--- config.mk ---
export PLATFORM = sky130hd
export DESIGN_NAME = acc_drain_ppu
export DESIGN_NICKNAME = d
export VERILOG_FILES = /design/src/rtl/acc_drain_ppu_pkg.sv /design/src/rtl/acc_drain_ppu_requant.sv /design/src/rtl/acc_drain_ppu.sv
export SDC_FILE = /design/constraint.sdc
export NUM_CORES = 2
export LEC_CHECK = 0
export CAP_MARGIN = 15
export CORE_AREA = 5 5 321 323
export CTS_BUF_LIST = sky130_fd_sc_hd__clkbuf_4 sky130_fd_sc_hd__clkbuf_8 sky130_fd_sc_hd__clkbuf_16
export DETAILED_ROUTE_END_ITERATION = 16
export DIE_AREA = 0 0 326 328
export DONT_BUFFER_PORTS = 1
export PLACE_DENSITY_LB_ADDON = 0.08
export SLEW_MARGIN = 20
export SYNTH_ARGS = -nofsm -noshare
export SYNTH_HDL_FRONTEND = slang
export SYNTH_HIERARCHICAL = 1
export SYNTH_SLANG_ARGS = --single-unit
export TNS_END_PERCENT = 100
--- constraint.sdc ---
create_clock -name clk -period 17.6 [get_ports clk]
set_clock_uncertainty 0.2 [all_clocks]
set_input_delay 1.76 -clock clk [delete_from_list [all_inputs] [get_ports clk]]
set_output_delay 1.76 -clock clk [all_outputs]
set_load 0.03 [all_outputs]
--- src/rtl/acc_drain_ppu_pkg.sv ---
// Shared constants and types for the accumulator drain / requantization block.
// Holds the accumulator width, the number of bank rows drained per start,
// the INT8 saturation bounds and the drain FSM state encoding.
package acc_drain_ppu_pkg;

  localparam int ACC_WIDTH = 32;
  localparam int ARRAY_ROW = 12;
  localparam int ADDR_WIDTH = 4;
  localparam int MULT_WIDTH = 16;
  localparam int SHIFT_WIDTH = 5;
  localparam int OUT_WIDTH = 8;

  localparam int INT8_MIN = -128;
  localparam int INT8_MAX = 127;

  typedef enum logic [1:0] {
    ST_IDLE  = 2'd0,
    ST_READ  = 2'd1,
    ST_FLUSH = 2'd2
  } drain_state_e;

endpackage

--- src/rtl/acc_drain_ppu_requant.sv ---
// Combinational INT32 -> INT8 requantizer: multiply by an unsigned scale,
// rounding arithmetic right shift (half toward +inf), add a signed zero
// point and saturate. Every intermediate is wide enough that nothing wraps.
module requant_unit
  import acc_drain_ppu_pkg::*;
#(
  parameter int ACC_W   = ACC_WIDTH,
  parameter int MULT_W  = MULT_WIDTH,
  parameter int SHIFT_W = SHIFT_WIDTH,
  parameter int OUT_W   = OUT_WIDTH
) (
  input  logic [ACC_W-1:0]   acc,
  input  logic [MULT_W-1:0]  mult,
  input  logic [SHIFT_W-1:0] shift,
  input  logic [OUT_W-1:0]   zp,
  output logic [OUT_W-1:0]   q
);

  // Product, product plus rounding bias, and value plus zero point.
  localparam int P_W = ACC_W + MULT_W + 1;
  localparam int R_W = P_W + 1;
  localparam int V_W = R_W + 1;

  localparam logic signed [V_W-1:0] V_MAX = V_W'(INT8_MAX);
  localparam logic signed [V_W-1:0] V_MIN = V_W'(INT8_MIN);

  logic signed [P_W-1:0] prod;
  logic signed [R_W-1:0] rnd_bias;
  logic signed [R_W-1:0] biased;
  logic signed [R_W-1:0] shifted;
  logic signed [V_W-1:0] with_zp;

  // Multiply, round-shift, zero point and clamp to the INT8 range.
  always_comb begin
    prod     = $signed(acc) * $signed({1'b0, mult});
    rnd_bias = '0;
    if (shift != '0) begin
      rnd_bias = R_W'(1) << (shift - SHIFT_W'(1));
    end
    biased  = $signed({prod[P_W-1], prod}) + rnd_bias;
    shifted = biased >>> shift;
    with_zp = $signed({shifted[R_W-1], shifted})
            + $signed({{(V_W-OUT_W){zp[OUT_W-1]}}, zp});
    if (with_zp > V_MAX) begin
      q = OUT_W'(INT8_MAX);
    end else if (with_zp < V_MIN) begin
      q = OUT_W'(INT8_MIN);
    end else begin
      q = with_zp[OUT_W-1:0];
    end
  end

endmodule

--- src/rtl/acc_drain_ppu.sv ---
// Drains one column accumulator bank after a tile: walks rows 0..ROWS-1,
// captures the bank's combinational out_acc, requantizes to INT8 and streams
// the results out in address order.
//
// Handshake: a beat transfers on a rising edge where out_valid=1 and
// out_ready=1. Once out_valid rises, out_data/out_last hold steady until
// that transfer; out_valid never depends combinationally on out_ready.
//
// Optional feature: define ACC_CLR_ON_READ_EN to zero each bank row in the
// same cycle it is captured (clear-on-read). Without it bank_wr_en stays 0.
module acc_drain_ppu
  import acc_drain_ppu_pkg::*;
#(
  parameter int ACC_W   = ACC_WIDTH,
  parameter int ROWS    = ARRAY_ROW,
  parameter int ADDR_W  = ADDR_WIDTH,
  parameter int MULT_W  = MULT_WIDTH,
  parameter int SHIFT_W = SHIFT_WIDTH,
  parameter int OUT_W   = OUT_WIDTH
) (
  input  logic               clk,
  input  logic               rst_n,
  input  logic               start,
  input  logic [MULT_W-1:0]  scale_mult,
  input  logic [SHIFT_W-1:0] scale_shift,
  input  logic [OUT_W-1:0]   zero_point,
  output logic [ADDR_W-1:0]  bank_addr,
  input  logic [ACC_W-1:0]   bank_acc,
  output logic               bank_wr_en,
  output logic               bank_acc_mode,
  output logic [ACC_W-1:0]   bank_wr_data,
  output logic [OUT_W-1:0]   out_data,
  output logic               out_valid,
  input  logic               out_ready,
  output logic               out_last,
  output logic               busy,
  output logic               done,
  output logic [1:0]         dbg_state
);

  localparam logic [ADDR_W-1:0] LAST_ADDR = ADDR_W'(ROWS - 1);

  drain_state_e       state_q, state_d;
  logic [ADDR_W-1:0]  addr_q, addr_d;
  logic [MULT_W-1:0]  mult_q, mult_d;
  logic [SHIFT_W-1:0] shift_q, shift_d;
  logic [OUT_W-1:0]   zp_q, zp_d;
  logic               s1_valid_q, s1_valid_d;
  logic               s1_last_q, s1_last_d;
  logic [ACC_W-1:0]   s1_acc_q, s1_acc_d;
  logic               out_valid_q, out_valid_d;
  logic               out_last_q, out_last_d;
  logic [OUT_W-1:0]   out_data_q, out_data_d;
  logic               done_q, done_d;

  logic               advance;
  logic               capture;
  logic [OUT_W-1:0]   rq_out;

  requant_unit #(
    .ACC_W   (ACC_W),
    .MULT_W  (MULT_W),
    .SHIFT_W (SHIFT_W),
    .OUT_W   (OUT_W)
  ) u_requant (
    .acc   (s1_acc_q),
    .mult  (mult_q),
    .shift (shift_q),
    .zp    (zp_q),
    .q     (rq_out)
  );

  // FSM next state, address walk, config latch and the two pipeline stages.
  always_comb begin
    state_d     = state_q;
    addr_d      = addr_q;
    mult_d      = mult_q;
    shift_d     = shift_q;
    zp_d        = zp_q;
    s1_valid_d  = s1_valid_q;
    s1_last_d   = s1_last_q;
    s1_acc_d    = s1_acc_q;
    out_valid_d = out_valid_q;
    out_last_d  = out_last_q;
    out_data_d  = out_data_q;
    done_d      = 1'b0;
    capture     = 1'b0;

    // Whole pipeline moves together; it only stalls on a held output beat.
    advance = !out_valid_q || out_ready;

    case (state_q)
      ST_IDLE: begin
        addr_d = '0;
        if (start) begin
          state_d = ST_READ;
          mult_d  = scale_mult;
          shift_d = scale_shift;
          zp_d    = zero_point;
        end
      end
      ST_READ: begin
        if (advance) begin
          capture = 1'b1;
          if (addr_q == LAST_ADDR) begin
            state_d = ST_FLUSH;
          end else begin
            addr_d = addr_q + ADDR_W'(1);
          end
        end
      end
      ST_FLUSH: begin
        // The last beat is the final one in flight, so the pipe is empty
        // once it transfers.
        if (out_valid_q && out_ready && out_last_q) begin
          state_d = ST_IDLE;
          addr_d  = '0;
          done_d  = 1'b1;
        end
      end
      default: begin
        state_d = ST_IDLE;
        addr_d  = '0;
      end
    endcase

    if (advance) begin
      s1_valid_d = capture;
      s1_last_d  = capture && (addr_q == LAST_ADDR);
      if (capture) begin
        s1_acc_d = bank_acc;
      end
      out_valid_d = s1_valid_q;
      out_last_d  = s1_valid_q && s1_last_q;
      if (s1_valid_q) begin
        out_data_d = rq_out;
      end
    end
  end

  // State, address, config and pipeline registers.
  always_ff @(posedge clk or negedge rst_n) begin
    if (!rst_n) begin
      state_q     <= ST_IDLE;
      addr_q      <= '0;
      mult_q      <= '0;
      shift_q     <= '0;
      zp_q        <= '0;
      s1_valid_q  <= 1'b0;
      s1_last_q   <= 1'b0;
      s1_acc_q    <= '0;
      out_valid_q <= 1'b0;
      out_last_q  <= 1'b0;
      out_data_q  <= '0;
      done_q      <= 1'b0;
    end else begin
      state_q     <= state_d;
      addr_q      <= addr_d;
      mult_q      <= mult_d;
      shift_q     <= shift_d;
      zp_q        <= zp_d;
      s1_valid_q  <= s1_valid_d;
      s1_last_q   <= s1_last_d;
      s1_acc_q    <= s1_acc_d;
      out_valid_q <= out_valid_d;
      out_last_q  <= out_last_d;
      out_data_q  <= out_data_d;
      done_q      <= done_d;
    end
  end

  // Bank write port: optional clear of each row as it is captured.
  always_comb begin
`ifdef ACC_CLR_ON_READ_EN
    bank_wr_en = capture;
`else
    bank_wr_en = 1'b0;
`endif
    bank_acc_mode = 1'b0;
    bank_wr_data  = '0;
  end

  assign bank_addr = addr_q;
  assign out_data  = out_data_q;
  assign out_valid = out_valid_q;
  assign out_last  = out_last_q;
  assign busy      = (state_q != ST_IDLE);
  assign done      = done_q;
  assign dbg_state = state_q;

endmodule
; Word level (Yosys, flattened, before mapping)
; Index checks and enable logic that the tools add are counted.
[totals]
mem_bits_ro = 0
reg_bits = 80
out_inout_bits = 52
mem_count = 0
ram_bits = 0
latch_bits = 0
[op_classes]
n_mux = 16
eq_ne = 8
n_bitwise = 0
n_div = 0
multipliers = 1
magnitude_cmp = 2
n_reduce_logical = 14
n_addsub = 4
shift = 2
[ops]
columns = operator, count
row1 = adder 50 x 8 -> 51 bit, 1
row2 = "greater-than comparator 51 x 8 -> 1 bit, second input constant", 1
row3 = "< comparator 51 x 8 -> 1 bit, second input constant", 1
row4 = adder 49 x 50 -> 50 bit, 1
row5 = two-way mux 50 bit, 1
row6 = "left shift 1 x 5 -> 50 bit, first input constant", 1
row7 = >>> shifter 50 x 5 -> 50 bit, 1
row8 = multiplier 32 x 17 -> 49 bit, 1
row9 = two-way mux 8 bit, 2
row10 = two-way mux 4 bit, 3
row11 = "inequality test 2 bit, second input constant", 5
row12 = two-way mux 2 bit, 4
row13 = one-hot mux 4 bit (2 select lines), 1
row14 = one-hot mux 2 bit (3 select lines), 1
row15 = AND reduction 2 bit, 3
row16 = nonzero test 5 bit, 1
row17 = "subtractor 5 x 1 -> 5 bit, second input constant", 1
row18 = "adder 4 x 1 -> 4 bit, second input constant", 1
row19 = "== test 4 bit, second input constant", 1
row20 = logical AND 1 bit, 4
row21 = two-way mux 1 bit, 4
row22 = AND reduction 4 bit, 1
row23 = AND reduction 3 bit, 1
row24 = "== test 2 x 1 -> 1 bit, second input constant", 1
row25 = other kinds (5), 5

; Depth between registers and ports, before layout
[logic_depth]
ltp_word = 9
mapped_depth = 45

; Cells and area by module
; The synthesis kept the hierarchy.
[by_module_without_submodules]
columns = module, seq_area_each_um2, cells_each, area_per_inst_um2, instances
row1 = requant_unit, 0.0, 3112, 26241.4, 1
row2 = acc_drain_ppu, 2001.9, 301, 3409.5, 1

; Worst setup path before layout
; Ideal clock, no wire load.
[synth_timing]
path_type = reg-to-reg
start = register shift_q[3]
end = register out_data_q[2] (netlist: out_data[2])
required_ps = 17335
period_less_slack_ps = 10458
t_arrival_ps = 10192
path_buffers = 4
setup_slack_ps = 7142
setup_time_ps = 65
stages_incl_launch_ff = 38
path_cell_list = dfrtp_1 inv_1 buf_1 clkbuf_1 clkbuf_1 nand2_1 nor2_1 fa_1 inv_1 fa_1 fa_1 fa_1 inv_1 fa_1 ha_1 buf_2 a21oi_1 o21ai_1 [... 2 more ...] o211ai_2 and2_1 xnor2_1 mux4_2 mux4_2 mux2_4 ha_1 a21oi_1 o21ai_0 mux2_2 a31o_2 a311oi_1 nand4_1 nor4_1 or4b_1 o31ai_4 a31o_1 mux2_2
[synth_between]
elab_chain_cells = 9
elab_cells_between_ends = 11
cone_classes = add/sub: 3 / order compare: 2 / shift: 2 / mux: 3 / reduce/logical: 1
[synth_lines]
columns = item, line_no
row1 = "start, declared", acc_drain_ppu.sv:46  ; logic [SHIFT_W-1:0] shift_q, shift_d;
row2 = "start signal, assigned", acc_drain_ppu.sv:160  ; shift_q <= shift_d;
row3 = subtractor 5 x 1 -> 5 bit, acc_drain_ppu_requant.sv:38  ; rnd_bias = R_W'(1) << (shift - SHIFT_W'(1));
row4 = left shift 1 x 5 -> 50 bit, acc_drain_ppu_requant.sv:38
row5 = two-way mux 50 bit, acc_drain_ppu_requant.sv:37  ; if (shift != '0) begin
row6 = adder 49 x 50 -> 50 bit, acc_drain_ppu_requant.sv:40  ; biased = $signed({prod[P_W-1], prod}) + rnd_bias;
row7 = >>> shifter 50 x 5 -> 50 bit (*), acc_drain_ppu_requant.sv:41  ; shifted = biased >>> shift;
row8 = adder 50 x 8 -> 51 bit (*), acc_drain_ppu_requant.sv:43  ; + $signed({{(V_W-OUT_W){zp[OUT_W-1]}}, zp});
row9 = < comparator 51 x 8 -> 1 bit, acc_drain_ppu_requant.sv:46  ; end else if (with_zp < V_MIN) begin
row10 = two-way mux 8 bit, acc_drain_ppu_requant.sv:46
row11 = two-way mux 8 bit (*), acc_drain_ppu_requant.sv:44  ; if (with_zp > V_MAX) begin
row12 = via rq_out[2], acc_drain_ppu.sv:58  ; logic [OUT_W-1:0] rq_out;
row13 = "end signal, assigned", acc_drain_ppu.sv:167  ; out_data_q <= out_data_d;
row14 = "end, declared", acc_drain_ppu.sv:53  ; logic [OUT_W-1:0] out_data_q, out_data_d;
; The timed path passes the listed nets; every way through them passes the cells marked *.
; A chain may end at the register's enable or synchronous reset.

; Final worst setup path
[layout_timing]
start = register shift_q[0]
end = register out_data_q[2] (netlist: out_data[2])
; The elaborated chain is that of the path after synthesis.

==> metrics <==
status finished clean; worst slew pin tran 0.960 ns; post-CTS setup buffer count 0; RR Startpoint shift_q[0]; Post-synth EDFFs 0; final hold violation count 0; fin crit share 78.5%; fin. max-slew vios 0; WL final 101000 um; Core ar. 99600 um2; hold wc startpoint s1_last_q; async set-reset flop share out of synthesis 100%; most common cell in the netlist fa_1; root buffer cell clkbuf_16; die footprint 107000 um2; gr usage total 19.0%; TritonCTS Buffers 9; Synth Instances 3413; Fill cells 10.6k; slowest CP cell nand2_1; GP Congestion 0.916; top cell type's share of synthesized area 35.4%; # rows 116; fmax 0.0723 GHz; Commonest cells post-synth fa_1, nand2_1, inv_1, and2_1, ha_1; Hold-fix buffers, CTS 0; warnings from Yosys 6; crit path DAT 13.91 ns; clock slew at reported path FFs 0.08 ns; #FFs+latches synth 80; ANT cells 0; Bufs on Longest Clock Path 2; most frequent CP cell fa_1; drt initial violations 1219; RSZ-0062 raised after global routing false; first-pass GRT wire length 159000 um; Synth area leaders fa_1, ha_1, and2_1, dfrtp_1, nand2_1; post-CTS sizing 0; critical path class reg -> reg; Boundary Pins 117; Synth Flop Type dfrtp_1; fin cells 4571; worst skew pair latency 0.43 ns; Mapped Area 29700 um2; max_slew headroom 36.0%; max-cap violation count 0; antenna violations before repair 3; Distinct cells, synth 114; post-synthesis sequential area ratio 6.75%; TNS Setup 0 ns; Overflow after GRT 0; Remaining DRCs 0; Placed Instances 4555; Die Y 328 um; biggest area consumer among synthesized cells fa_1; Worst Path Max Fanout 47; Setup crit end kind register; fraction of layout cells with a size suffix above 1 5.90%; crit path time final 13.82 ns; # nets final 4030; H-tree level count 3; vias in the first global route 25.6k; data required time of the critical path 17.68 ns; # setup viols final 0; CTS tree built; startpoint type of the worst setup path register; R2R Setup Slk 3.78 ns; Vias 23.4k; CP max stage delay 0.63 ns; Final ANT Viol Nets 0; worst path bufs/invs 6; hold crit path type reg -> reg; post-DP HPWL 83100 um; Vias/cell 5.13; die width 326 um; port buffer count 0; Critical Path Start shift_q[0]; mean post-synth cell area 8.69 um2; Sink Count 80; largest net degree at the start of global routing 81; wire per inst 22.1 um; Area Overhead vs Synth 4.22%; Crit path max-delay family compound AO/OA/AOI/OAI gates; Detailed Routing Iterations Pass 1 5; worst hold slack 0.285 ns; Starting Density 29.8%
==> path summary, 6_finish.rpt <==
| path | endpoint | depth (start not counted) |
|---|---|---|
| max in group asynchronous | mult_q[2] | 0 |
| max reg2reg | out_data[2] | 39 |
| min in group asynchronous | s1_acc_q[0] | 0 |
| min reg2reg | s1_last_q | 2 |
| min | s1_last_q | 2 |
| max | out_data[2] | 39 |
==> cell type report <==
cell class / instances / area (um2) / area share, %
sequential: 80 / 2010 / 6.49
tap: 1298 / 1620 / 5.26
clock inverter: 6 / 73.8 / 0.239
clock buffer: 10 / 239 / 0.773
timing repair buffer: 29 / 218 / 0.704
inverter: 467 / 1750 / 5.67
multi-input combinational: 2681 / 25000 / 80.9
==> kinds of logic after synthesis <==
family          after synthesis  synth area share (%)
compound gates              555                  13.1
xor+xnor                     83                  2.48
fa+ha+maj                   697                  42.7
buf+inv                     685                  9.41
flops                        80                  6.75
mux                         143                  6.07
other cells                   2                0.0253
simple gates               1168                  19.5
==> registers in the layout, indices dropped and copies added (netlist names) <==
register	cells
mult_q	16
s1_acc_q	32
dbg_state	2
bank_addr	4
out_valid	1
zp_q	8
s1_last_q	1
done	1
out_data	8
shift_q	5
s1_valid_q	1
out_last	1
==> metal layers <==
metal  global-route usage, %  vias to the layer above  wire length (um)
met5                       0                        -                 0
met4                    4.31                        0              2070
met3                    1.86                       95              3030
met2                    32.8                      474             48900
met1                    26.0                    12100             46900
li1                        -                    10700                 -
==> worst min-delay path, cell delays in order (launching register included) <==
cell and delay, ns:
dfrtp_1 0.34, nand2_1 0.05, o21ai_0 0.06
==> cell usage in the layout (no fill, tap or decap), types with 20 or more instances in the layout <==
cell and instances:
xor2_1 37, ha_1 172, a21oi_1 133, and2_1 333, dfrtp_1 77, a21o_1 49, o21bai_1 20, conb_1 35
mux2i_1 54, a211oi_1 29, nor3_1 42, nor2_1 139, nand3_1 33, nand4_1 36, fa_1 525, nand2b_1 22
nand2_1 471, o211ai_1 30, mux2_2 59, o21ai_0 94, buf_4 29, xnor2_1 45, inv_1 463
==> through the flow <==
| stage | setup slack [ns] | area [um2] | utilization, % |
|---|---|---|---|
| 6_report | 3.78 | 30900 | 31.0 |
| 5_1_grt | 3.18 | 30900 | 31.0 |
| 4_1_cts | 3.76 | 30900 | 31.0 |
| 3_5_place_dp | 3.84 | 30600 | 30.7 |
| 3_3_place_gp | 3.74 | 30600 | 30.7 |
| 2_1_floorplan | 7.14 | 29800 | - |
Power is not shown: default switching activity piles up to over one toggle a cycle in this logic, so the estimate is an artifact.
